`config.mk`:
```
export PLATFORM = sky130hd
export DESIGN_NAME = tlbram_plru
export DESIGN_NICKNAME = d
export VERILOG_FILES = /design/src/rtl/config_pkg.sv /design/src/rtl/tlbram_plru_pkg.sv /design/src/rtl/tlbram_plru_tlbplru.sv /design/src/rtl/tlbram_plru.sv
export SDC_FILE = /design/constraint.sdc
export NUM_CORES = 1
export LEC_CHECK = 0
export BUFFER_PORTS_ARGS = -buffer_cell sky130_fd_sc_hd__buf_2
export CORE_UTILIZATION = 54
export CTS_CLUSTER_DIAMETER = 120
export DETAILED_ROUTE_END_ITERATION = 7
export PLACE_DENSITY = 0.76
export SLEW_MARGIN = 25
export SYNTH_ARGS = -nofsm -noshare
export SYNTH_HDL_FRONTEND = slang
export SYNTH_HIERARCHICAL = 1
export SYNTH_SLANG_ARGS = --single-unit
```
`constraint.sdc`:
```
create_clock -name clk -period 2.25 [get_ports clk]
set_input_delay 0.45 -clock clk [delete_from_list [all_inputs] [get_ports clk]]
set_output_delay 0.45 -clock clk [all_outputs]
set_load 0.005 [all_outputs]
```
`src/rtl/config_pkg.sv`:
```
// Core configuration shared across the MMU: datapath width and physical page number width.
package config_pkg;

    localparam int XLEN     = 64;
    localparam int PPN_BITS = 44;

endpackage

```
`src/rtl/tlbram_plru_pkg.sv`:
```
// PTE field positions and flush classification used by the PLRU TLB storage array.
package tlbram_plru_pkg;

    localparam int PTE_G_BIT   = 5;
    localparam int PTE_N_BIT   = 63;
    localparam int PTE_PPN_LSB = 10;
    localparam int ACCESS_BITS = 12;

    // PPN[3:0] encoding that marks a 64 KiB NAPOT mapping
    localparam logic [3:0] NAPOT_64K_ENC = 4'b1000;

    typedef enum logic [1:0] {
        FLUSH_NONE      = 2'b00,
        FLUSH_NONGLOBAL = 2'b01,
        FLUSH_ALL       = 2'b10
    } flush_e;

    function automatic flush_e flush_kind(input logic flush_all, input logic flush_nonglobal);
        flush_e kind;
        if (flush_all) begin
            kind = FLUSH_ALL;
        end else if (flush_nonglobal) begin
            kind = FLUSH_NONGLOBAL;
        end else begin
            kind = FLUSH_NONE;
        end
        return kind;
    endfunction

    function automatic logic is_napot64k(input logic [3:0] ppn_low);
        return (ppn_low == NAPOT_64K_ENC);
    endfunction

endpackage

```
`src/rtl/tlbram_plru_tlbplru.sv`:
```
// Tree pseudo-LRU for the TLB: one bit per internal node, 1 means the victim lies in
// the right subtree. A touch flips every node on the entry's path to point away from it.
module tlbplru #(
    parameter int TLB_ENTRIES = 8
) (
    input  logic                   clk,
    input  logic                   reset,
    input  logic                   TouchEn,
    input  logic [TLB_ENTRIES-1:0] TouchOneHot,
    input  logic                   Clear,
    output logic [TLB_ENTRIES-1:0] PLRUVictimOneHot
);

    localparam int LOGN  = $clog2(TLB_ENTRIES);
    localparam int NODES = TLB_ENTRIES - 1;

    logic [NODES-1:0] tree_q;
    logic [NODES-1:0] tree_d;
    logic [NODES-1:0] in_left_s;
    logic [NODES-1:0] in_right_s;

    // Node n at level l, position k covers entries [k*span, (k+1)*span)
    for (genvar l = 0; l < LOGN; l++) begin : g_lvl
        for (genvar k = 0; k < (1 << l); k++) begin : g_node
            localparam int NODE = (1 << l) - 1 + k;
            localparam int SPAN = TLB_ENTRIES >> l;
            localparam int HALF = SPAN / 2;
            localparam int BASE = k * SPAN;
            assign in_left_s[NODE]  = |TouchOneHot[BASE +: HALF];
            assign in_right_s[NODE] = |TouchOneHot[BASE + HALF +: HALF];
        end
    end

    // Clear first, then a touch in the same cycle still marks its path
    always_comb begin
        if (Clear) begin
            tree_d = '0;
        end else begin
            tree_d = tree_q;
        end
        for (int n = 0; n < NODES; n++) begin
            if (TouchEn && in_left_s[n]) begin
                tree_d[n] = 1'b1;
            end else if (TouchEn && in_right_s[n]) begin
                tree_d[n] = 1'b0;
            end else begin
                tree_d[n] = tree_d[n];
            end
        end
    end

    // Tree state register
    always_ff @(posedge clk or negedge reset) begin
        if (!reset) begin
            tree_q <= '0;
        end else begin
            tree_q <= tree_d;
        end
    end

    // An entry is the victim when every node on its path points toward it
    for (genvar e = 0; e < TLB_ENTRIES; e++) begin : g_ent
        logic [LOGN-1:0] path_ok_s;
        for (genvar l = 0; l < LOGN; l++) begin : g_step
            localparam int   NODE = (1 << l) - 1 + (e >> (LOGN - l));
            localparam logic DIR  = (((e >> (LOGN - 1 - l)) % 2) != 0);
            assign path_ok_s[l] = (tree_q[NODE] == DIR);
        end
        assign PLRUVictimOneHot[e] = &path_ok_s;
    end

endmodule

```
`src/rtl/tlbram_plru.sv`:
```
// TLB storage array: PTE registers with valid bits, OR-based hit read, multi-hit detection,
// global/non-global flush and invalid-first victim selection backed by a tree PLRU.
module tlbram_plru
    import config_pkg::*;
    import tlbram_plru_pkg::*;
#(
    parameter int TLB_ENTRIES = 8,
    parameter bit REG_OUT     = 1'b1
) (
    input  logic                   clk,
    input  logic                   reset,
    input  logic [XLEN-1:0]        PTE,
    input  logic [TLB_ENTRIES-1:0] Matches,
    input  logic                   ReadEn,
    input  logic                   WriteEn,
    input  logic                   FlushAll,
    input  logic                   FlushNonGlobal,
    output logic                   Hit,
    output logic                   MultiHit,
    output logic [PPN_BITS-1:0]    PPN,
    output logic [ACCESS_BITS-1:0] PTEAccessBits,
    output logic [TLB_ENTRIES-1:0] Valids,
    output logic [TLB_ENTRIES-1:0] PTE_Gs,
    output logic [TLB_ENTRIES-1:0] PTE_NAPOTs,
    output logic [TLB_ENTRIES-1:0] VictimOneHot
);

    localparam logic [TLB_ENTRIES-1:0] LSB_ONE = {{(TLB_ENTRIES-1){1'b0}}, 1'b1};

    logic [XLEN-1:0]        pte_q [TLB_ENTRIES];
    logic [TLB_ENTRIES-1:0] valid_q;
    logic [TLB_ENTRIES-1:0] valid_d;
    logic [TLB_ENTRIES-1:0] hit_vec_s;
    logic [TLB_ENTRIES-1:0] g_bits_s;
    logic [TLB_ENTRIES-1:0] napot_s;
    logic [TLB_ENTRIES-1:0] invalid_s;
    logic [TLB_ENTRIES-1:0] first_inv_s;
    logic [TLB_ENTRIES-1:0] plru_victim_s;
    logic [TLB_ENTRIES-1:0] victim_s;
    logic [TLB_ENTRIES-1:0] touch_oh_s;
    logic                   hit_s;
    logic                   multi_hit_s;
    logic                   touch_en_s;
    logic                   clear_s;
    logic [XLEN-1:0]        rd_data_s;
    logic [PPN_BITS-1:0]    ppn_s;
    logic [ACCESS_BITS-1:0] acc_s;
    logic                   rd_unused_s;
    flush_e                 flush_s;

    assign flush_s = flush_kind(FlushAll, FlushNonGlobal);
    assign clear_s = (flush_s == FLUSH_ALL);

    // Stored G bit of every entry, independent of validity
    always_comb begin
        g_bits_s = '0;
        for (int i = 0; i < TLB_ENTRIES; i++) begin
            g_bits_s[i] = pte_q[i][PTE_G_BIT];
        end
    end

    if (XLEN == 64) begin : g_napot
        // NAPOT flag per valid entry
        always_comb begin
            napot_s = '0;
            for (int i = 0; i < TLB_ENTRIES; i++) begin
                napot_s[i] = valid_q[i] & pte_q[i][PTE_N_BIT] & is_napot64k(pte_q[i][PTE_PPN_LSB +: 4]);
            end
        end
        assign acc_s = {rd_data_s[XLEN-1 -: 4], rd_data_s[7:0]};
    end else begin : g_no_napot
        assign napot_s = '0;
        assign acc_s   = {4'b0000, rd_data_s[7:0]};
    end

    // Lookup: OR of hitting entries, so a miss reads as all zeros
    always_comb begin
        hit_vec_s   = Matches & valid_q;
        hit_s       = |hit_vec_s;
        multi_hit_s = |(hit_vec_s & (hit_vec_s - LSB_ONE));
        rd_data_s   = '0;
        for (int i = 0; i < TLB_ENTRIES; i++) begin
            rd_data_s = rd_data_s | (pte_q[i] & {XLEN{hit_vec_s[i]}});
        end
    end

    assign ppn_s       = rd_data_s[PTE_PPN_LSB +: PPN_BITS];
    assign rd_unused_s = ^rd_data_s;

    // Invalid-first victim: isolate lowest set bit of the invalid mask
    always_comb begin
        invalid_s   = ~valid_q;
        first_inv_s = invalid_s & (~invalid_s + LSB_ONE);
        if (|invalid_s) begin
            victim_s = first_inv_s;
        end else begin
            victim_s = plru_victim_s;
        end
    end

    // A fill touch takes priority and masks any concurrent hit touch
    always_comb begin
        if (WriteEn) begin
            touch_en_s = 1'b1;
            touch_oh_s = victim_s;
        end else begin
            touch_en_s = ReadEn & hit_s & ~multi_hit_s;
            touch_oh_s = hit_vec_s;
        end
    end

    // Valid next-state: flush first, fill overrides for the victim slot
    always_comb begin
        case (flush_s)
            FLUSH_ALL:       valid_d = '0;
            FLUSH_NONGLOBAL: valid_d = valid_q & g_bits_s;
            default:         valid_d = valid_q;
        endcase
        if (WriteEn) begin
            valid_d = valid_d | victim_s;
        end else begin
            valid_d = valid_d;
        end
    end

    // Entry storage: only the victim slot loads on a fill
    always_ff @(posedge clk or negedge reset) begin
        if (!reset) begin
            for (int i = 0; i < TLB_ENTRIES; i++) begin
                pte_q[i] <= '0;
            end
            valid_q <= '0;
        end else begin
            for (int i = 0; i < TLB_ENTRIES; i++) begin
                if (WriteEn && victim_s[i]) begin
                    pte_q[i] <= PTE;
                end
            end
            valid_q <= valid_d;
        end
    end

    tlbplru #(
        .TLB_ENTRIES (TLB_ENTRIES)
    ) u_plru (
        .clk              (clk),
        .reset            (reset),
        .TouchEn          (touch_en_s),
        .TouchOneHot      (touch_oh_s),
        .Clear            (clear_s),
        .PLRUVictimOneHot (plru_victim_s)
    );

    if (REG_OUT) begin : g_reg_out
        logic                   hit_q;
        logic                   multi_hit_q;
        logic [PPN_BITS-1:0]    ppn_q;
        logic [ACCESS_BITS-1:0] acc_q;

        // Read stage: captures every cycle's lookup regardless of ReadEn
        always_ff @(posedge clk or negedge reset) begin
            if (!reset) begin
                hit_q       <= 1'b0;
                multi_hit_q <= 1'b0;
                ppn_q       <= '0;
                acc_q       <= '0;
            end else begin
                hit_q       <= hit_s;
                multi_hit_q <= multi_hit_s;
                ppn_q       <= ppn_s;
                acc_q       <= acc_s;
            end
        end

        assign Hit           = hit_q;
        assign MultiHit      = multi_hit_q;
        assign PPN           = ppn_q;
        assign PTEAccessBits = acc_q;
    end else begin : g_comb_out
        assign Hit           = hit_s;
        assign MultiHit      = multi_hit_s;
        assign PPN           = ppn_s;
        assign PTEAccessBits = acc_s;
    end

    assign Valids       = valid_q;
    assign PTE_Gs       = g_bits_s & valid_q;
    assign PTE_NAPOTs   = napot_s;
    assign VictimOneHot = victim_s;

endmodule

```
==> impl_metrics.env, run 1 <==
export IMPL_cp_cell_sequence="nor4b_1 -> and3_1 -> buf_2"
export IMPL_ys_warn_count=6
export IMPL_totalWireLength_um=56200
export IMPL_synth_edf_count=0
export IMPL_setup_slack_ns=-0.0396
export IMPL_ff2ff_setup_slack_ns=-0.04
export IMPL_io_pins=168
export IMPL_die_w_um=204
export IMPL_worst_ep_arrival_time_ns=1.84
export IMPL_fin_nets=1760
export IMPL_drv_cap=0
export IMPL_critPathCapture="PTE_NAPOTs[2]"
export IMPL_final_setup_viol_count=3
export IMPL_overflow=0
export IMPL_tritoncts="yes"
export IMPL_cellLeakagePower_nw=12.7
export IMPL_clkSinkCount=521
export IMPL_critPathMaxFanout=3
export IMPL_first_global_vias=15109
export IMPL_cts_root_buf="clkbuf_16"
export IMPL_wl_per_cell_um=24.9
export IMPL_dp_slack_ns=-0.276
export IMPL_cts_reportedPaths_clkPinSlew_ns=0.06
export IMPL_coreArea_mm2=0.0400
export IMPL_ff2ff_path_depth=7
export IMPL_slowest_delay_ns=0.52
export IMPL_worstMarginPinSlew_ns=0.951
export IMPL_syn_avg_cell_area_um2=14.7
export IMPL_ys_flop_type="dfrtp_1"
export IMPL_clock_latency_ns=0.59
export IMPL_drive_gt1_frac=0.470
export IMPL_finClkSkew_ns=0.0143
export IMPL_crit_type="register to output pin"
export IMPL_ant_nets=0
export IMPL_gp_congestion=0.897
export IMPL_yosys_cell_types_count=48
export IMPL_syn_area_mm2=0.0220
export IMPL_startpoint="pte_q[332]"
export IMPL_io_buffers=159
export IMPL_status="finished with violations"
export IMPL_cp_num_cells=3
export IMPL_hold_slack_ns=0.110
export IMPL_fin_crit_ns=2.29
export IMPL_syn2layout_area_growth_pct=17.5
export IMPL_start_util=0.550
export IMPL_grt_usage=0.274
export IMPL_fmax_ghz=0.437
export IMPL_grt_max_degree=59
export IMPL_finalMaxSlewViolations=0
export IMPL_synthArstFlopShare=1.00
export IMPL_start_kind="register"
export IMPL_r2r_end="u_plru/tree_q[2]"
export IMPL_finalHoldViolCount=0
export IMPL_routed_via_count=14087
export IMPL_hpwl_um=31100
export IMPL_critPathCaptureType="output pin"
export IMPL_p_per_area_mw_per_mm2=948
export IMPL_peakVddDrop_uv=694
export IMPL_path_delay_family="simple AND/OR/NAND/NOR gates"
export IMPL_hold_class="primary input to register"
export IMPL_maxSlewHeadroom=0.366
export IMPL_finalPower_w=0.0245
export IMPL_die_area_mm2=0.0416
export IMPL_synth_seq_cells=521
export IMPL_clockBufferDepth=3
export IMPL_r2r_start="Valids[4]"
export IMPL_num_rows=73
export IMPL_antenna_found_initial=12
export IMPL_dr_pass1_iters=5
export IMPL_htreeDepth=2
export IMPL_route_detailed_drc=0
export IMPL_required_ns=1.80
export IMPL_fin_tns_setup_ns=-0.0984
export IMPL_drtIter0Drc=1030
export IMPL_synth_nets=1577
export IMPL_violations="setup timing"
export IMPL_critPathBufInv=1
export IMPL_grt_pass1_wl_um=87700
export IMPL_synth_cells=1499
export IMPL_n_fill_cell=2923
export IMPL_die_h_um=204
export IMPL_final_core_util=0.646
export IMPL_grt_setup_unrepaired="yes"
export IMPL_critPathSlowestCell="nor4b_1"
export IMPL_final_period_utilization=1.02
export IMPL_drt_vias_per_instance=6.24
export IMPL_cts_buffers=52
export IMPL_yosysSeqAreaShare=0.592
[worst reg2reg max path: stages (launching register included)]
cell and delay [ns]:
dfrtp_1 0.39, a22o_1 0.22, or4_4 0.51, nor2_4 0.12, mux2_4 0.33, a31o_4 0.27, o21a_1 0.12, a31o_2 0.22
[final cells by class]
| type | count | area (µm²) | area share |
|---|---|---|---|
| Timing Repair Buffer | 241 | 1760 | 0.0682 |
| Tap cell | 525 | 657 | 0.0254 |
| Sequential cell | 521 | 13000 | 0.504 |
| Inverter | 5 | 18.8 | 0.000726 |
| Clock buffer | 81 | 1570 | 0.0608 |
| Clock inverter | 17 | 250 | 0.00968 |
| Multi-Input combinational cell | 861 | 8550 | 0.331 |
| Antenna cell | 5 | 12.5 | 0.000484 |
[per-layer routing]
metal  track usage  vias up  share of wire
met1         0.368     7490           0.43
met2         0.447      459           0.49
met3        0.0469      121          0.056
met5             0        -         0.0015
met4         0.105       14          0.029
li1              -     6003              -
[synth_stat cells, types with 2 or more instances]
master,instances,area [µm²]
a21oi_2,2,17.5
nand2b_1,2,12.5
dfrtp_1,521,13000
and3b_1,2,17.5
a22oi_1,198,1490
mux2_2,351,3950
nand4_1,44,275
buf_6,17,191
mux2_4,90,1350
buf_1,10,37.5
o21ai_0,10,50.1
a31o_2,5,43.8
inv_1,5,18.8
o31ai_1,2,15.0
nand2_1,26,97.6
nor4b_1,8,70.1
a32o_1,5,50.1
o2bb2ai_2,2,30.0
clkbuf_1,44,165
nor2_2,2,12.5
or4_1,2,15.0
nor3b_1,3,22.5
o21a_1,2,15.0
nand3_1,16,80.1
buf_2,32,160
o211ai_1,5,37.5
mux2_1,9,101
a21oi_1,2,10.0
buf_4,9,67.6
and3_1,9,56.3
and2_1,18,113
a221oi_1,13,114
nand2_2,4,25.0
a22o_1,15,131
[sequential cells by signal (all words and copies together) (netlist names)]
name	flops
g_bits_s	8
MultiHit	1
u_plru/tree_q	7
PTEAccessBits	12
pte_q	440
PPN	44
Hit	1
Valids	8
[where the power goes]
| part | leakage, nW | switching, W | internal [W] | total [W] |
|---|---|---|---|---|
| clock network | 0.901 | 0.00366 | 0.00550 | 0.00916 |
| logic | 4.93 | 0.00146 | 0.00199 | 0.00344 |
| registers | 6.86 | 0.000946 | 0.0110 | 0.0119 |
| total | 12.7 | 0.00606 | 0.0185 | 0.0245 |
[per-stage QoR]
step	instances	cell area, µm²
after CTS	2248	25800
after detailed placement	2134	23700
after global routing	2256	25900
after global placement	2134	23700
after floorplan	1499	22000
final	2256	25900
[how the worst min path moves through the flow]
stage	startpoint	slack, ns	to	cells after the start
after floorplan	reset	0.15	Hit	0
after global placement	reset	0.42	pte_q[178]	1
after detailed placement	reset	0.43	pte_q[178]	1
after CTS	FlushAll	0.09	Valids[7]	2
after global routing	FlushAll	0.12	Valids[7]	2
final	FlushAll	0.11	Valids[7]	2
[placed cells by master (no fill, tap or decap), types with 5 or more instances in the layout]
cell type and count:
a32o_1 5, nand4_1 44, buf_6 9, clkbuf_16 53
mux2_2 350, clkinv_2 7, bufinv_16 6, inv_1 5
mux2_4 91, o211ai_1 5, clkbuf_1 14, a22oi_1 198
mux2_1 9, and2_2 6, diode_2 5, nand2_4 6
o21ai_0 9, and2_1 8, buf_12 24, buf_2 156
buf_4 50, a221oi_1 13, a22o_1 15, dfrtp_1 520
nand2_1 22, and3_1 8, a31o_2 5, clkbuf_8 14
nand3_1 15
[cells by family after synthesis]
family	synth area share
flip-flops	0.592
multiplexers	0.246
AO/OA/AOI/OAI	0.0934
AND/OR/NAND/NOR	0.0390
adder cells (fa/ha/maj)	0.000455
buffers and inverters	0.0293
[repair_timing]
action                     in CTS  in global routing
cloned                          1                  0
buffers inserted               14                  3
resized for setup              20                 15
pin swaps                      12                  4
setup endpoints to repair      12                 21
hold endpoints to repair       41                  0
hold buffers                    1                  0
(Power assumes the default switching activity.)
==> inputs of run 2 (changes only) <==
Settings changed: CORE_MARGIN from default to 10.
==> run 2 against run 1 <==
Effect of this change: the run still ends with setup timing left; total power up 1.9%; routed wire length up 3.5%; register-to-register slack worse by 0.03 ns; setup slack worse by 0.040 ns; cell area up 0.45%; die area up 18%; critical path depth up 2; non-clock buffer count up 1; clock power up 4.6%; core utilization up 0.29 points; via count up 1.5%; worst hold slack worse by 0.0047 ns; critical path type unchanged; critical endpoint is now VictimOneHot[2]; largest power group unchanged; highest routed layer unchanged.
==> impl_metrics.env, run 2 (same netlist as run 1, synthesis figures left out) <==
export IMPL_status="finished with violations"
export IMPL_violations="setup timing"
export IMPL_cp_cell_sequence="buf_6 -> nand4_4 -> nor3_4 -> o2bb2ai_2 -> buf_2"
export IMPL_gp_congestion=0.910
export IMPL_wl_per_cell_um=25.7
export IMPL_final_core_util=0.649
export IMPL_grt_setup_unrepaired="yes"
export IMPL_tritoncts="yes"
export IMPL_routed_via_count=14293
export IMPL_dr_pass1_iters=6
export IMPL_final_setup_viol_count=8
export IMPL_path_delay_family="simple AND/OR/NAND/NOR gates"
export IMPL_worstMarginPinSlew_ns=0.683
export IMPL_num_rows=73
export IMPL_grt_pass1_wl_um=90300
export IMPL_die_h_um=222
export IMPL_cp_num_cells=5
export IMPL_io_pins=168
export IMPL_setup_slack_ns=-0.0797
export IMPL_clkSinkCount=521
export IMPL_critPathSlowestCell="dfrtp_1"
export IMPL_ant_nets=0
export IMPL_hpwl_um=32900
export IMPL_finalMaxSlewViolations=0
export IMPL_peakVddDrop_uv=584
export IMPL_fin_tns_setup_ns=-0.365
export IMPL_fin_nets=1762
export IMPL_totalWireLength_um=58100
export IMPL_drt_vias_per_instance=6.33
export IMPL_hold_depth=2
export IMPL_cts_reportedPaths_clkPinSlew_ns=0.06
export IMPL_final_common_cell="dfrtp_1"
export IMPL_fin_crit_ns=2.33
export IMPL_r2r_end="u_plru/tree_q[2]"
export IMPL_io_buffers=159
export IMPL_p_per_area_mw_per_mm2=961
export IMPL_hold_end="Valids[7]"
export IMPL_antenna_found_initial=10
export IMPL_cts_buffers=53
export IMPL_ff2ff_path_depth=7
export IMPL_overflow=0
export IMPL_coreArea_mm2=0.0400
export IMPL_grt_usage=0.230
export IMPL_grt_max_degree=91
export IMPL_die_area_mm2=0.0492
export IMPL_finClkSkew_ns=0.0211
export IMPL_critPathCaptureType="output pin"
export IMPL_r2r_start="Valids[4]"
export IMPL_slowest_delay_ns=0.37
export IMPL_first_global_vias=15239
export IMPL_required_ns=1.80
export IMPL_drtIter0Drc=1182
export IMPL_start_kind="register"
export IMPL_clock_latency_ns=0.61
export IMPL_syn2layout_area_growth_pct=18.0
export IMPL_cellLeakagePower_nw=12.7
export IMPL_final_period_utilization=1.04
export IMPL_fmax_ghz=0.429
export IMPL_largest_reg_flops=440
export IMPL_maxSlewHeadroom=0.545
export IMPL_htreeDepth=2
export IMPL_route_detailed_drc=0
export IMPL_largest_register="pte_q"
export IMPL_finalPower_w=0.0250
export IMPL_ff2ff_setup_slack_ns=-0.07
export IMPL_drv_cap=0
export IMPL_final_cell_mix="dfrtp_1 (520), mux2_2 (350), a22oi_1 (198)"
export IMPL_crit_type="register to output pin"
export IMPL_min_from="FlushAll"
export IMPL_clockBufferDepth=3
export IMPL_drive_gt1_frac=0.478
export IMPL_start_util=0.550
export IMPL_critPathBufInv=2
export IMPL_critPathMaxFanout=4
export IMPL_worst_ep_arrival_time_ns=1.88
export IMPL_hold_class="primary input to register"
export IMPL_finalHoldViolCount=0
export IMPL_cts_root_buf="clkbuf_16"
export IMPL_die_w_um=222
## run 2: changes by cell type in the layout (fill, tap and decap cells not counted), moves of 3 or more
cell	before	now
clkbuf_1	14	5
clkinvlp_4	0	6
clkinv_2	7	11
inv_6	4	1
## run 2: per-layer routing
layer	wire (µm)	track usage	vias to the layer above	share of wire
li1	-	-	6034	-
met2	29000	0.385	479	0.50
met4	1610	0.0811	14	0.028
met1	23900	0.288	7623	0.41
met3	3510	0.0494	143	0.060
met5	105	0	-	0.0018
## run 2: through the flow
| step | instance area, µm² | setup WS (ns) | std cells | hold WS (ns) |
|---|---|---|---|---|
| final | 26000 | -0.0797 | 2258 | 0.105 |
| after global routing | 26000 | -0.133 | 2256 | 0.0923 |
| after CTS | 25900 | -0.0712 | 2248 | 0.0768 |
| after detailed placement | 23700 | -0.281 | 2132 | 0.403 |
| after global placement | 23700 | -0.247 | 2132 | 0.394 |
| after floorplan | 22000 | -0.204 | 1499 | 0.154 |
## run 2: worst max path at each step
| stage | slack [ns] | to | start |
|---|---|---|---|
| 6_report | -0.08 | VictimOneHot[2] | Valids[3] |
| 5_1_grt | -0.13 | VictimOneHot[2] | Valids[3] |
| 4_1_cts | -0.07 | VictimOneHot[2] | Valids[3] |
| 3_5_place_dp | -0.28 | u_plru/tree_q[2] | Matches[4] |
| 3_3_place_gp | -0.25 | u_plru/tree_q[2] | Matches[4] |
| 2_1_floorplan | -0.20 | u_plru/tree_q[2] | Valids[4] |
## run 2: power by group
group / switching, W / internal (W) / total, W / leakage (nW)
registers: 0.000954 / 0.0110 / 0.0119 / 6.86
logic: 0.00148 / 0.00199 / 0.00347 / 4.95
clock network: 0.00379 / 0.00579 / 0.00958 / 0.942
total: 0.00622 / 0.0187 / 0.0250 / 12.7
## run 2: final cells by class
cell class                 count  area [µm²]
clock inverter                28         369
antenna                        4        10.0
inverter                       5        18.8
multi-input combinational    861        8530
tap                          525         657
timing repair buffer         242        1800
fill                        2789       14000
clock buffer                  72        1560
sequential                   521       13000
## run 2: timing repair
| item | in CTS | in global routing |
|---|---|---|
| hold buffers | 1 | 0 |
| pin swaps | 9 | 5 |
| setup endpoints to repair | 14 | 31 |
| setup buffers | 14 | 6 |
| gates cloned | 1 | 0 |
| resized for setup | 17 | 18 |
| hold endpoints to repair | 34 | 0 |
